### config.mk
export PLATFORM = sky130hd
export DESIGN_NAME = i2s_rx_stereo
export DESIGN_NICKNAME = d
export VERILOG_FILES = /design/src/rtl/audio_pkg.sv /design/src/rtl/sync_edge.sv /design/src/rtl/i2s_rx_stereo.sv
export SDC_FILE = /design/constraint.sdc
export NUM_CORES = 1
export LEC_CHECK = 0
export CAP_MARGIN = 20
export CELL_PAD_IN_SITES_DETAIL_PLACEMENT = 0
export CELL_PAD_IN_SITES_GLOBAL_PLACEMENT = 2
export CORE_MARGIN = 1.5
export CORE_UTILIZATION = 35
export CTS_BUF_LIST = sky130_fd_sc_hd__clkbuf_16
export CTS_CLUSTER_DIAMETER = 150
export CTS_CLUSTER_SIZE = 28
export DETAILED_ROUTE_END_ITERATION = 12
export PLACE_DENSITY = 0.77
export RECOVER_POWER = 100
export SETUP_SLACK_MARGIN = 0.15
export SYNTH_ARGS = -nofsm -noshare
export SYNTH_HDL_FRONTEND = slang
export SYNTH_SLANG_ARGS = --single-unit
### constraint.sdc
create_clock -name clk -period 4.15 [get_ports clk]
set_input_delay 0.6225 -clock clk [delete_from_list [all_inputs] [get_ports clk]]
set_output_delay 0.6225 -clock clk [all_outputs]
set_load 0.005 [all_outputs]
### src/rtl/audio_pkg.sv
// Shared audio-path definitions: receiver FSM encoding, I2S framing constant
// and the sample-format helpers used by the DSM feed.
package audio_pkg;

  typedef enum logic [1:0] {
    ST_SYNC  = 2'd0,
    ST_LEFT  = 2'd1,
    ST_RIGHT = 2'd2
  } rx_state_t;

  localparam int I2S_DELAY_BITS = 1;

  function automatic logic [63:0] midscale(input int width);
    return 64'd1 << (width - 1);
  endfunction

  // Two's complement to offset binary is just an MSB flip at the given width.
  function automatic logic [63:0] to_offset_bin(input logic [63:0] x, input int width);
    return x ^ (64'd1 << (width - 1));
  endfunction

endpackage

### src/rtl/sync_edge.sv
// Multi-flop synchroniser for an asynchronous level, followed by one register
// that holds the synced level and registered rise/fall strobes (all aligned).
module sync_edge #(
  parameter int SYNC_STAGES = 2
) (
  input  logic clk,
  input  logic aclr,
  input  logic din,
  output logic level,
  output logic rise,
  output logic fall
);

  logic [SYNC_STAGES-1:0] sync_q;

  always_ff @(posedge clk or negedge aclr) begin
    if (!aclr) begin
      sync_q <= '0;
      level  <= 1'b0;
      rise   <= 1'b0;
      fall   <= 1'b0;
    end else begin
      sync_q <= {sync_q[SYNC_STAGES-2:0], din};
      level  <= sync_q[SYNC_STAGES-1];
      rise   <= sync_q[SYNC_STAGES-1] & ~level;
      fall   <= ~sync_q[SYNC_STAGES-1] & level;
    end
  end

endmodule

### src/rtl/i2s_rx_stereo.sv
// I2S slave receiver: oversamples BCLK/LRCLK/SDATA, deserialises both slots and
// presents an offset-binary stereo pair to the DSM once per legal frame.
//   state | meaning
//   SYNC  | waiting for a falling LRCLK edge to align to a frame
//   LEFT  | capturing the left slot
//   RIGHT | capturing the right slot; falling edge publishes the pair
module i2s_rx_stereo
  import audio_pkg::*;
#(
  parameter int DSM_WIDTH   = 16,
  parameter int MAX_SLOT    = 32,
  parameter int SYNC_STAGES = 2
) (
  input  logic                 clk,
  input  logic                 aclr,
  input  logic                 i2s_bclk,
  input  logic                 i2s_lrclk,
  input  logic                 i2s_sdata,
  output logic [DSM_WIDTH-1:0] left_pcm,
  output logic [DSM_WIDTH-1:0] right_pcm,
  output logic                 sample_valid,
  output logic                 frame_err
);

  localparam int CW = $clog2(MAX_SLOT + 2);
  localparam logic [CW-1:0] CNT_SAT   = CW'(MAX_SLOT + 1);
  localparam logic [CW-1:0] CNT_SLOT  = CW'(MAX_SLOT);
  localparam logic [CW-1:0] CNT_MIN   = CW'(DSM_WIDTH + I2S_DELAY_BITS);
  localparam logic [CW-1:0] CNT_FIRST = CW'(I2S_DELAY_BITS);
  localparam logic [CW-1:0] CNT_LAST  = CW'(I2S_DELAY_BITS + DSM_WIDTH - 1);
  localparam logic [DSM_WIDTH-1:0] MID = DSM_WIDTH'(midscale(DSM_WIDTH));

  logic bclk_rise, unused_bclk_lvl, unused_bclk_fall;
  logic lr_lvl, lr_rise, lr_fall, lr_edge;
  logic [SYNC_STAGES:0] sdata_q;
  logic sdata_s;

  rx_state_t state, state_nxt;
  logic [CW-1:0] bit_cnt;
  logic [DSM_WIDTH-1:0] sr_l, sr_r;
  logic slot_ok, overflow, shift_en, valid_nxt, err_nxt;

  sync_edge #(.SYNC_STAGES(SYNC_STAGES)) u_sync_bclk (
    .clk(clk), .aclr(aclr), .din(i2s_bclk),
    .level(unused_bclk_lvl), .rise(bclk_rise), .fall(unused_bclk_fall)
  );

  sync_edge #(.SYNC_STAGES(SYNC_STAGES)) u_sync_lr (
    .clk(clk), .aclr(aclr), .din(i2s_lrclk),
    .level(lr_lvl), .rise(lr_rise), .fall(lr_fall)
  );

  // One extra stage so data lines up with the registered BCLK strobe.
  always_ff @(posedge clk or negedge aclr) begin
    if (!aclr) sdata_q <= '0;
    else       sdata_q <= {sdata_q[SYNC_STAGES-1:0], i2s_sdata};
  end
  assign sdata_s = sdata_q[SYNC_STAGES];

  assign lr_edge  = lr_rise | lr_fall;
  assign slot_ok  = (bit_cnt >= CNT_MIN) && (bit_cnt <= CNT_SLOT);
  assign overflow = bclk_rise && !lr_edge && (bit_cnt == CNT_SLOT);
  assign shift_en = bclk_rise && !lr_edge && (bit_cnt >= CNT_FIRST) && (bit_cnt <= CNT_LAST);

  always_ff @(posedge clk or negedge aclr) begin
    if (!aclr) state <= ST_SYNC;
    else       state <= state_nxt;
  end

  always_comb begin
    state_nxt = state;
    valid_nxt = 1'b0;
    err_nxt   = 1'b0;
    case (state)
      ST_SYNC: begin
        if (lr_edge && !lr_lvl) state_nxt = ST_LEFT;
      end
      ST_LEFT: begin
        if (lr_edge) begin
          if (slot_ok && lr_lvl) begin
            state_nxt = ST_RIGHT;
          end else begin
            err_nxt   = 1'b1;
            state_nxt = lr_lvl ? ST_SYNC : ST_LEFT;
          end
        end else if (overflow) begin
          err_nxt   = 1'b1;
          state_nxt = ST_SYNC;
        end
      end
      ST_RIGHT: begin
        if (lr_edge) begin
          if (slot_ok && !lr_lvl) begin
            state_nxt = ST_LEFT;
            valid_nxt = 1'b1;
          end else begin
            err_nxt   = 1'b1;
            state_nxt = lr_lvl ? ST_SYNC : ST_LEFT;
          end
        end else if (overflow) begin
          err_nxt   = 1'b1;
          state_nxt = ST_SYNC;
        end
      end
      default: state_nxt = ST_SYNC;
    endcase
  end

  // A BCLK rise coincident with the LR edge is the new slot's delay bit.
  always_ff @(posedge clk or negedge aclr) begin
    if (!aclr)                             bit_cnt <= '0;
    else if (lr_edge)                      bit_cnt <= bclk_rise ? CW'(1) : '0;
    else if (bclk_rise && bit_cnt != CNT_SAT) bit_cnt <= bit_cnt + 1'b1;
  end

  always_ff @(posedge clk or negedge aclr) begin
    if (!aclr) begin
      sr_l <= '0;
      sr_r <= '0;
    end else begin
      if (lr_edge && state_nxt == ST_LEFT)   sr_l <= '0;
      if (lr_edge && state_nxt == ST_RIGHT)  sr_r <= '0;
      if (shift_en && state == ST_LEFT)      sr_l <= {sr_l[DSM_WIDTH-2:0], sdata_s};
      if (shift_en && state == ST_RIGHT)     sr_r <= {sr_r[DSM_WIDTH-2:0], sdata_s};
    end
  end

  always_ff @(posedge clk or negedge aclr) begin
    if (!aclr) begin
      left_pcm     <= MID;
      right_pcm    <= MID;
      sample_valid <= 1'b0;
      frame_err    <= 1'b0;
    end else begin
      sample_valid <= valid_nxt;
      frame_err    <= err_nxt;
      if (valid_nxt) begin
        left_pcm  <= DSM_WIDTH'(to_offset_bin(64'(sr_l), DSM_WIDTH));
        right_pcm <= DSM_WIDTH'(to_offset_bin(64'(sr_r), DSM_WIDTH));
      end
    end
  end

endmodule

# [Yosys cells after proc, flatten, opt, wreduce, memory -nomap -nowiden]
# Cells that the tools add are included.
# Widths: inputs -> output; s select.
[classes] add_sub_neg=1 magnitude_cmp=4 eq_ne=6 mux=24 n_bitwise=9 reduce_logical=19
[ops] cell="$mux 16" n=4
[ops] cell="$logic_and 1x1->1" n=13
[ops] cell="$mux 6" n=2
[ops] cell="$mux 1" n=11
[ops] cell="$mux 2" n=5
[ops] cell="$add 6x1->6 const B" n=1
[ops] cell="$eq 6x6->1 const B" n=1
[ops] cell="$ge 6x1->1 const B" n=1
[ops] cell="$ge 6x5->1 const B" n=1
[ops] cell="$le 6x5->1 const B" n=1
[ops] cell="$le 6x6->1 const B" n=1
[ops] cell="$ne 6x6->1 const B" n=1
[ops] cell="$pmux 2 s3" n=1
[ops] cell="$reduce_bool 2->1" n=3
[ops] cell="$not 1->1" n=5
[ops] cell="$eq 2x1->1 const B" n=2
[ops] cell="$eq 2x2->1 const B" n=2
[ops] cell="$and 1x1->1" n=3
[ops] cell="$logic_not 1->1" n=2
[ops] cell="$logic_not 2->1" n=1
[ops] cell="$pmux 1 s2" n=1
[ops] cell="$or 1x1->1" n=1
[totals] regBits=86

# [Depth between registers and ports, before layout]
[logic_depth] word_depth=11 depth_mapped=8

# [By module]
# From an unflattened synthesis, not the netlist that was laid out.
[hier_totals] cells_unflattened=284 hier_area_um2=3756.1
[modules_own_cells] module="i2s_rx_stereo" n_inst=1 cells_per_inst=270 area_each_um2=3475.8 seq_area_each_um2=1929.4
[modules_own_cells] module="sync_edge" n_inst=2 cells_per_inst=7 area_each_um2=140.1 seq_area_each_um2=125.1

# [Worst setup path after synthesis]
# Ideal clock, no wire load.
[synth_timing] path_kind="register -> register" startpoint="register bit_cnt[0]" endpoint="register left_pcm[10]" setup_time_ns=0.125 t_arrival_ns=2.080 t_required_ns=4.025 slack_ns=1.945 path_stages_with_launch=8 period_less_slack_ns=2.205 path_cell_list="dfrtp_1 -> ha_1 -> or4b_4 -> a22o_1 -> and3_1 -> buf_6 -> buf_6 -> mux2_4"
[synth_between] elab_chain_cells=6 elab_cells_between_ends=7 cone_classes="2 x order compare; 3 x mux; 2 x reduce/logical"
[synth_lines] item="start, declared" line="i2s_rx_stereo.sv:39" source="logic [CW-1:0] bit_cnt;"
[synth_lines] item="start signal, assigned" line="i2s_rx_stereo.sv:112" source="else if (lr_edge) bit_cnt <= bclk_rise ? CW'(1) : '0;"
[synth_lines] item="start signal, assigned" line="i2s_rx_stereo.sv:113" source="else if (bclk_rise && bit_cnt != CNT_SAT) bit_cnt <= bit_cnt + 1'b1;"
[synth_lines] item="$ge 6x5->1 or $le 6x6->1 (tied branches)" line="i2s_rx_stereo.sv:61" source="assign slot_ok = (bit_cnt >= CNT_MIN) && (bit_cnt <= CNT_SLOT);"
[synth_lines] item="$logic_and 1x1->1 (*)" line="i2s_rx_stereo.sv:61"
[synth_lines] item="$logic_and 1x1->1 (*)" line="i2s_rx_stereo.sv:93" source="if (slot_ok && !lr_lvl) begin"
[synth_lines] item="$mux 1 (*)" line="i2s_rx_stereo.sv:93"
[synth_lines] item="$mux 1 (*)" line="i2s_rx_stereo.sv:92" source="if (lr_edge) begin"
[synth_lines] item="$mux 1 (*)" line="i2s_rx_stereo.sv:74" source="case (state)"
[synth_lines] item="end signal, assigned" line="i2s_rx_stereo.sv:138" source="left_pcm <= DSM_WIDTH'(to_offset_bin(64'(sr_l), DSM_WIDTH));"
[synth_lines] item="end, declared" line="i2s_rx_stereo.sv:19" source="output logic [DSM_WIDTH-1:0] left_pcm,"
# Mark *: on every way between the ends. The rest lies on a longest branch, timed or not.
# A chain may end at the register's enable or synchronous reset.

# [Worst setup path after layout]
[layout_timing] startpoint="register bit_cnt[0]" endpoint="register sr_r[5]"
[layout_between] elab_chain_cells=9 elab_cells_between_ends=22 cone_classes="4 x order compare; 2 x eq/ne; 7 x mux; 9 x reduce/logical"
[layout_lines] item="$ge 6x5->1 or $le 6x6->1 (tied branches)" line="i2s_rx_stereo.sv:61"
[layout_lines] item="$logic_and 1x1->1" line="i2s_rx_stereo.sv:61"
[layout_lines] item="$logic_and 1x1->1, on equally long branches" line="i2s_rx_stereo.sv:93, i2s_rx_stereo.sv:80"
[layout_lines] item="$mux 1 or $mux 2 (tied branches)" line="i2s_rx_stereo.sv:93, i2s_rx_stereo.sv:80"
[layout_lines] item="$mux 2, on equally long branches" line="i2s_rx_stereo.sv:92, i2s_rx_stereo.sv:79"
[layout_lines] item="$pmux 2 s3" line="i2s_rx_stereo.sv:74"
[layout_lines] item="$eq 2x2->1" line="i2s_rx_stereo.sv:122" source="if (lr_edge && state_nxt == ST_RIGHT) sr_r <= '0;"
[layout_lines] item="$logic_and 1x1->1" line="i2s_rx_stereo.sv:122"
[layout_lines] item="$reduce_bool 2->1 (no line)"
[layout_lines] item="end signal, assigned" line="i2s_rx_stereo.sv:124" source="if (shift_en && state == ST_RIGHT) sr_r <= {sr_r[DSM_WIDTH-2:0], sdata_s};"
[layout_lines] item="end, declared" line="i2s_rx_stereo.sv:40" source="logic [DSM_WIDTH-1:0] sr_l, sr_r;"
# Several ways; a longest one is shown, not always the timed one.

==> key figures <==
Status
  • Outcome: finished, violations left
  • Failing checks: capacitance limit, slew limit

Worst setup path
  • Setup CP Type: flip-flop to flip-flop
  • R2R Setup Slk: 0.88 ns
  • Worst path depth: 6
  • Crit-path max cell delay: 0.75 ns
  • Setup crit end: sr_r[5]
  • Crit path buf inv count: 1
  • CP Data Required Time: 4.30 ns
  • Critical Path, Cell by Cell: ha_1 > or4b_4 > mux2i_1 > clkbuf_1 > nor2_2 > o2bb2ai_1
  • CP startpoint: bit_cnt[0]
  • Worst reg2reg path endpoint: sr_r[5]
  • Worst r2r src: bit_cnt[0]
  • CP endpoint kind: flip-flop
  • Worst path top cell family by delay: simple AND/OR/NAND/NOR gates
  • CP arrival: 3.43 ns
  • CP max FO: 25
  • R2R cell count: 6
  • Critical path startpoint category: flip-flop
  • Slowest library cell on the worst path: clkbuf_1

Clock tree
  • Clock tree from TritonCTS: yes
  • CTS Buf Count: 9
  • Postcts setup bufs: 0
  • Deepest level of the CTS H-tree: 3
  • Clock transition at the registers of the reported paths: 0.07 ns
  • Clock sinks: 86
  • Post-CTS Resized: 0
  • CTS root buffer: clkbuf_16
  • # hold bufs at CTS: 0
  • CTS max path bufs: 2
  • Clock Latency Late Sink: 0.33 ns

Detailed routing
  • Post-DR wirelength/cell: 14.6 um
  • Post-DRT Antenna Nets: 0
  • DRT Pass-1 Iters: 4
  • Vias per inst: 5.02
  • Vias after detailed routing: 2,299
  • Number of DRC markers in iteration 0: 103
  • Routed WL: 6700 um
  • Residual DRC count: 0

Flow run
  • Max Cap Viol: 1

Cells and area
  • Most common cell after layout, fill and taps aside: dfrtp_1
  • Final Instance Count excl. Fillers: 458
  • Layout area overhead: 17.4%
  • Fin nets: 330
  • Final instance area: 4370 sq um
  • Most frequent cells in the layout: dfrtp_1 (84), dlygate4sd3_1 (37), o21ai_0 (35)
  • Share of cells above drive strength 1: 0.0870
  • N_diodes: 0

Logic synthesis
  • Gate Count Post-Synth: 282
  • Post-synth ARST share: 1.00
  • Main synth FF type: dfrtp_1
  • Number of synthesized flops with an enable pin: 0
  • Sequential share of the synthesized area: 0.579
  • Netlist Area Pre-Place: 3720 sq um
  • Number of synthesized register bits: 86
  • Post-synth cell types: 41
  • Avg Cell Area, Syn: 13.2 sq um
  • Syn Nets: 295
  • Yosys warning count: 0

Pwr
  • Worst VDD drop: 222 uV
  • Total Power: 1.88 mW
  • Pwr Density: 430 nW/um^2
  • Leak: 2.05 nW

Global route
  • Antenna violations before repair: 0
  • First-pass GRT wire length: 11,800 um
  • All-Layer GR Usage: 0.133
  • Total grt overflow: 0
  • Vias in the first global route: 2,307
  • Pin count of the biggest net entering global routing: 87

Placed design
  • I/O Buffers: 38
  • Cells after DPL: 441
  • GP Congestion: 0.782
  • Hpwl dp: 4250 um
  • Placed cell areas: 4190 sq um

Floorplanning
  • Number of core rows: 37
  • Die height: 106 um
  • Die area: 11,300 sq um
  • Chip Width: 106 um
  • Initial Utilization: 0.360
  • Ports: 39
  • CORE AREA: 10,300 sq um

Timing
  • Final Hold Viols: 0
  • Final Critical Period: 3.27 ns
  • Unrepaired setup endpoints after global routing: no
  • Worst-margin pin slew: 1.60 ns
  • Setup_tns: 0 ns
  • Final setup viols: 0
  • Fmax: 305 MHz
  • Final max-slew violation count: 17
  • Final period utilization: 0.789
  • Slew HR: -0.0714
  • Clk_skew: 0.00830 ns

Worst hold path
  • Hold/Removal Path Class: flip-flop to flip-flop
  • Hold Crit Depth: 0
cells in the mapped netlist, types with 2 or more instances:
library cell,count,share of area
buf_2,3,0.0040
inv_1,8,0.0081
and3_1,2,0.0034
nand3_1,4,0.0054
nor3_1,2,0.0027
dfstp_2,2,0.014
and4b_1,3,0.0081
o21ai_0,35,0.047
nor2_1,9,0.0091
nand4_1,3,0.0050
dfrtp_1,84,0.57
a21oi_1,7,0.0094
buf_6,4,0.012
nand2_1,6,0.0061
mux2_2,3,0.0091
mux2i_1,4,0.011
xor2_1,2,0.0047
nor2b_1,5,0.0084
ha_1,8,0.027
mux2_4,27,0.11
clkbuf_1,9,0.0091
or3_1,2,0.0034
o2bb2ai_1,32,0.075
worst register-to-register path, stage by stage (launching register included):
cell and delay (ns):
dfrtp_1 0.45, ha_1 0.25, or4b_4 0.50, mux2i_1 0.59, clkbuf_1 0.75, nor2_2 0.34
o2bb2ai_1 0.22
routing by layer:
layer,GRT usage,wire length (um),vias to the layer above
met5,0,0,-
met4,0.0579,102,0
met3,0.0227,210,7
met2,0.206,3170,45
met1,0.183,3220,1133
li1,-,-,1114
flip-flops by register name (all words and copies together) (netlist names):
name	flops
u_sync_bclk.sync_q	2
sample_valid	1
u_sync_lr.level	1
u_sync_lr.rise	1
u_sync_lr.fall	1
sdata_q	3
frame_err	1
u_sync_bclk.rise	1
u_sync_lr.sync_q	2
state	2
sr_l	16
left_pcm	16
sr_r	16
bit_cnt	6
right_pcm	16
u_sync_bclk.level	1
stage by stage:
step	util	hold WS, ns	worst slack, ns
2_1_floorplan	-	0.327	1.94
3_5_place_dp	0.406	0.339	1.37
4_1_cts	0.435	0.354	1.37
3_3_place_gp	0.406	0.333	1.43
6_report	0.423	0.351	0.876
5_1_grt	0.423	0.362	0.633
power breakdown:
group | total (mW) | switching (mW) | internal (mW) | leakage (nW)
sequential | 0.886 | 0.0233 | 0.863 | 1.17
clock | 0.799 | 0.330 | 0.469 | 0.141
combinational | 0.192 | 0.132 | 0.0603 | 0.741
total | 1.88 | 0.485 | 1.39 | 2.05
kinds of logic after synthesis:
group	synth area share
adder cells (fa/ha/maj)	0.0269
flip-flops	0.579
AND/OR/NAND/NOR	0.0713
AO/OA/AOI/OAI	0.154
multiplexers	0.129
XOR/XNOR	0.00471
buffers and inverters	0.0346
final cells by class:
cell class,instances,area [sq um]
clock buffers,9,225
flip-flops and latches,86,2150
fillers,974,5960
repair buffers,41,390
multi-input cells,171,1320
inverters,8,30.0
clock inverters,7,76.3
well taps,136,170
worst min path at each step:
stage,startpoint,endpoint,slack (ns)
2_1_floorplan,aclr,bit_cnt[0],0.33
3_3_place_gp,u_sync_bclk.sync_q[0],u_sync_bclk.sync_q[1],0.33
3_5_place_dp,sdata_q[1],sdata_q[2],0.34
4_1_cts,sdata_q[1],sdata_q[2],0.35
5_1_grt,sdata_q[1],sdata_q[2],0.36
6_report,sdata_q[1],sdata_q[2],0.35
Power figures use the tool's default switching activity.
